--- src/rtl/model_state_output_reader.sv ---
// model_state_output_reader: captures one y-vector from the model, then replays it in order over valid/ready.
module model_state_output_reader #(
  parameter int DATA_SIZE    = 64,
  parameter int CONTROL_SIZE = 64,
  parameter int Y            = 64
) (
  input  logic                    CLK,
  input  logic                    RST,
  input  logic                    START,
  input  logic [CONTROL_SIZE-1:0] SIZE_Y_IN,
  input  logic                    Y_IN_VALID,
  input  logic [DATA_SIZE-1:0]    Y_IN,
  output logic                    Y_IN_ACK,
  output logic                    DATA_OUT_ENABLE,
  input  logic                    DATA_OUT_READY,
  output logic [DATA_SIZE-1:0]    DATA_OUT,
  output logic [CONTROL_SIZE-1:0] INDEX_OUT,
  output logic                    READY,
  output logic                    ERROR
);
  localparam int AW = Y > 1 ? $clog2(Y) : 1;
  localparam logic [CONTROL_SIZE-1:0] ONE = CONTROL_SIZE'(1);
  typedef enum logic [1:0] {IDLE, CAPTURE, DRAIN, DONE} state_t;
  state_t state;
  logic [CONTROL_SIZE-1:0] n, wr, rd;
  logic [DATA_SIZE-1:0] mem [Y];
  logic err, bad;
  assign bad = SIZE_Y_IN == '0 || SIZE_Y_IN > CONTROL_SIZE'(Y);
  always_ff @(posedge CLK) begin
    if (RST) begin
      state <= IDLE;
      n     <= '0;
      wr    <= '0;
      rd    <= '0;
      err   <= 1'b0;
    end else begin
      err <= 1'b0;
      case (state)
        IDLE: if (START) begin
          n  <= SIZE_Y_IN;
          wr <= '0;
          rd <= '0;
          if (bad) err <= 1'b1;
          else state <= CAPTURE;
        end
        CAPTURE: if (Y_IN_VALID) begin
          wr <= wr + ONE;
          if (wr == n - ONE) begin
            state <= DRAIN;
            rd    <= '0;
          end
        end
        DRAIN: if (DATA_OUT_READY) begin
          rd <= rd + ONE;
          if (rd == n - ONE) state <= DONE;
        end
        default: state <= IDLE;
      endcase
    end
  end
  // buffer is never reset; only indices below the latched length are ever read
  always_ff @(posedge CLK)
    if (state == CAPTURE && Y_IN_VALID) mem[wr[AW-1:0]] <= Y_IN;
  assign Y_IN_ACK        = state == CAPTURE;
  assign DATA_OUT_ENABLE = state == DRAIN;
  assign DATA_OUT        = state == DRAIN ? mem[rd[AW-1:0]] : '0;
  assign INDEX_OUT       = state == DRAIN ? rd : '0;
  assign READY           = state == DONE || err;
  assign ERROR           = err;
endmodule

--- config.mk ---
export PLATFORM = sky130hd
export DESIGN_NAME = model_state_output_reader
export DESIGN_NICKNAME = d
export VERILOG_FILES = /design/src/rtl/model_state_output_reader.sv
export SDC_FILE = /design/constraint.sdc
export NUM_CORES = 2
export LEC_CHECK = 0
export CAP_MARGIN = 30
export CELL_PAD_IN_SITES_DETAIL_PLACEMENT = 0
export CELL_PAD_IN_SITES_GLOBAL_PLACEMENT = 1
export CORE_MARGIN = 3
export CORE_UTILIZATION = 48
export DETAILED_ROUTE_END_ITERATION = 12
export PLACE_DENSITY_LB_ADDON = 0.08
export SLEW_MARGIN = 20
export SYNTH_ARGS = -nofsm -noshare
export SYNTH_HDL_FRONTEND = slang
export SYNTH_SLANG_ARGS = --single-unit
--- constraint.sdc ---
create_clock -name CLK -period 6.1 [get_ports CLK]
set_input_delay 0.915 -clock CLK [delete_from_list [all_inputs] [get_ports CLK]]
set_output_delay 0.915 -clock CLK [all_outputs]
set_load 0.1 [all_outputs]
==> out/metrics.cfg <==
[run_status]
status = completed

[logic_synthesis]
yosys_warnings = 0
synth_common_cells = edfxtp_1 (4096), mux4_2 (1344), clkbuf_1 (315)
synth_top_cell_area_share_pct = 72.91
synthTopCellsByArea = edfxtp_1 (73%), mux4_2 (18%), dfxtp_1 (2.4%)
syn_nets = 7816
yosysTopAreaCell = edfxtp_1
synth_cell_type_count = 91
netlist_instances = 7676
synth_ff_type = edfxtp_1
avgSynthCellArea_sq_um = 21.98
mappedNetlistArea_sq_um = 168700
yosysMostFrequentCell = edfxtp_1
async_flop_share_pct = 0
seq_area_frac_synth_pct = 75.29
ys_ff_latch = 4297
synth_edf_count = 4096

[hold_path]
hold_depth = 1
hp-class = in2reg
min_from = Y_IN[61]
min_to = mem[16][61]$_DFFE_PP_

[power]
powerDensity_nw_per_um2 = 314.4
seqPwrFrac_pct = 52.7
switchingPower_uw = 12530
p_leak_uw = 0.05885
intPower_uw = 48830
total_power_uw = 61360
pwr-share-clk_pct = 44.1
power_frac_comb_pct = 3.2
vdd_drop_max_mv = 0.2907
p_sw_share_pct = 20.41

[layout]
drive_gt1_share_pct = 29.66
nNetsFinal = 8475
areaGrowthSynthToFinish_pct = 15.69

[sta]
setup_tns_ps = 0
slew_headroom_pct = 28.54
tightest_slew_ps = 1072
max_freq_ghz = 0.1727
grt_setup_unrepaired = no
skew_ps = 74.93
period_share_pct = 94.95
fin_hold_ws_ps = 275.7
setup_violations = 0
drv_slew = 0
period_minus_slack_ps = 5792
hold_viol = 0

[cts]
post_cts_resized = 0
clk_pin_slew_ps = 60
clock_insertion_delay_worst_skew_ps = 1000
cts_sinks = 4297
numCtsBuffers = 444
cts_tree = yes
post_cts_buffers = 0
clock_path_buffers = 4
htree_levels = 5
root_buffer = clkbuf_16
cts_hold_buffers = 0

[job]
cap_violations = 0

[global_route]
grt_pass1_vias = 85091
antenna_found_initial = 30
grt_pass1_wl_um = 706200
gr-usage-all-layers_pct = 28.69
grt_max_degree = 132
overflow = 0

[detailed_routing]
drc_errors = 0
wl_um = 515500
post_drt_wl_per_cell_um = 38.69
via_per_inst = 6.488
drt_iter0_drc = 10735
final_antenna_net_count = 0
vias = 86441
drt-pass1-iter-count = 5

[floorplan]
dieArea_sq_um = 358600
top_level_ports = 265
start_util_pct = 48.24
chipWidth_um = 598.8
rows = 217
fp.dieH_um = 598.8
core-area_sq_um = 349700

[place]
finalWeightedCongestion = 0.9590
dp_hpwl_um = 272700
io_buffer_count = 264

[worst_setup_path]
cp-start-kind = flop
reg2reg_to = rd[48]$_SDFFE_PP0P_
cp.arrival_ps = 4880
worstSetupPathType = reg2out
timing.rr.start = n[10]$_SDFFE_PP0P_
r2r_cells = 13
worst_ep_required_time_ps = 5180
rrSetupSlack_ps = 790
cp_max_fo = 30
critPathCaptureType = output port

cells by family after synthesis:
family / after synthesis / synth area share [%]
DFF: 4297 / 75.29
adders and majority gates: 7 / 0.05191
AOI/OAI and AO/OA: 304 / 1.202
buffers and inverters: 460 / 1.058
muxes: 1352 / 17.99
xor gates and xnor gates: 228 / 1.217
and+or+nand+nor: 1028 / 3.184
per-layer routing:
metal,GRT usage [%],vias to the layer above,part of all wire (%)
li1,-,33812,-
met1,41.08,47804,40
met2,46.20,3991,48
met3,4.381,816,7.9
met4,8.350,18,3.3
met5,0,-,0.022
layout make-up:
type	instances	area [sq um]
fill	26069	154500
sequential	4297	127000
antenna	10	25.02
inverter	38	142.6
clock buffer	555	11770
tap	4599	5754
timing repair buffer	635	7360
clock inverter	270	2661
multi-input combinational	2919	40420
cell usage in the layout, fill, tap and decap left out, types with 41 or more instances in the layout:
master,synthesis,layout
mux4_2,1344,1344
bufinv_16,0,49
clkbuf_16,0,453
clkinv_1,2,109
edfxtp_1,4096,4096
clkinv_2,0,85
nor2_4,0,64
clkbuf_1,315,97
nor2_1,236,172
nand4_1,58,58
dfxtp_1,201,195
buf_2,14,51
or3_1,50,50
nor4_1,52,52
buf_12,0,161
a21oi_1,133,133
clkdlybuf4s50_1,0,149
nand2_1,241,240
and2_1,126,125
o21ai_0,41,41
xor2_1,89,89
nand3_1,69,69
buf_4,1,254
xnor2_1,135,135
metrics by stage:
| stage | worst slack (ps) | util [%] | instances | area, sq um |
|---|---|---|---|---|
| 4_1_cts | 63.70 | 55.49 | 13261 | 194000 |
| 6_report | 308.1 | 55.81 | 13323 | 195200 |
| 2_1_floorplan | 298.8 | - | 7676 | 168700 |
| 3_5_place_dp | 879.4 | 51.36 | 12436 | 179600 |
| 3_3_place_gp | 881.8 | 51.28 | 12422 | 179300 |
| 5_1_grt | 108.8 | 55.81 | 13317 | 195200 |
critical path, stage by stage, from the launching register on:
cell	delay [ps]
dfxtp_4	730
buf_12	350
mux4_2	540
mux4_2	500
mux4_2	490
and2_1	290
clkdlybuf4s50_1	1010
registers in the layout (all words and copies together), names as in the netlist, named ones only:
| name | flops |
|---|---|
| mem | 4096 |
| rd | 64 |
| ERROR | 1 |
| n | 64 |
| state | 2 |
| wr | 64 |
worst max path at each step:
stage / startpoint / endpoint / slack [ps] / depth (start not counted)
final: flop / DATA_OUT[42] / 310 / 6
after global routing: flop / DATA_OUT[7] / 110 / 7
after global placement: n[10]$_SDFFE_PP0P_ / rd[48]$_SDFFE_PP0P_ / 880 / 14
after CTS: flop / DATA_OUT[7] / 60 / 7
after floorplan: state[1]$_SDFFE_PP0P_ / mem[59][0]$_DFFE_PP_ / 300 / 8
after detailed placement: n[10]$_SDFFE_PP0P_ / rd[48]$_SDFFE_PP0P_ / 880 / 14
power by group through the flow:
stage	clock network, uW	registers (uW)	logic (uW)
after floorplan	0	32900	1080
after global placement	0	33000	1860
after detailed placement	0	33000	1890
after CTS	27500	32400	1900
after global routing	28600	32300	2110
final	27000	32300	1970
No activity file was read; power rests on OpenSTA's default activity.
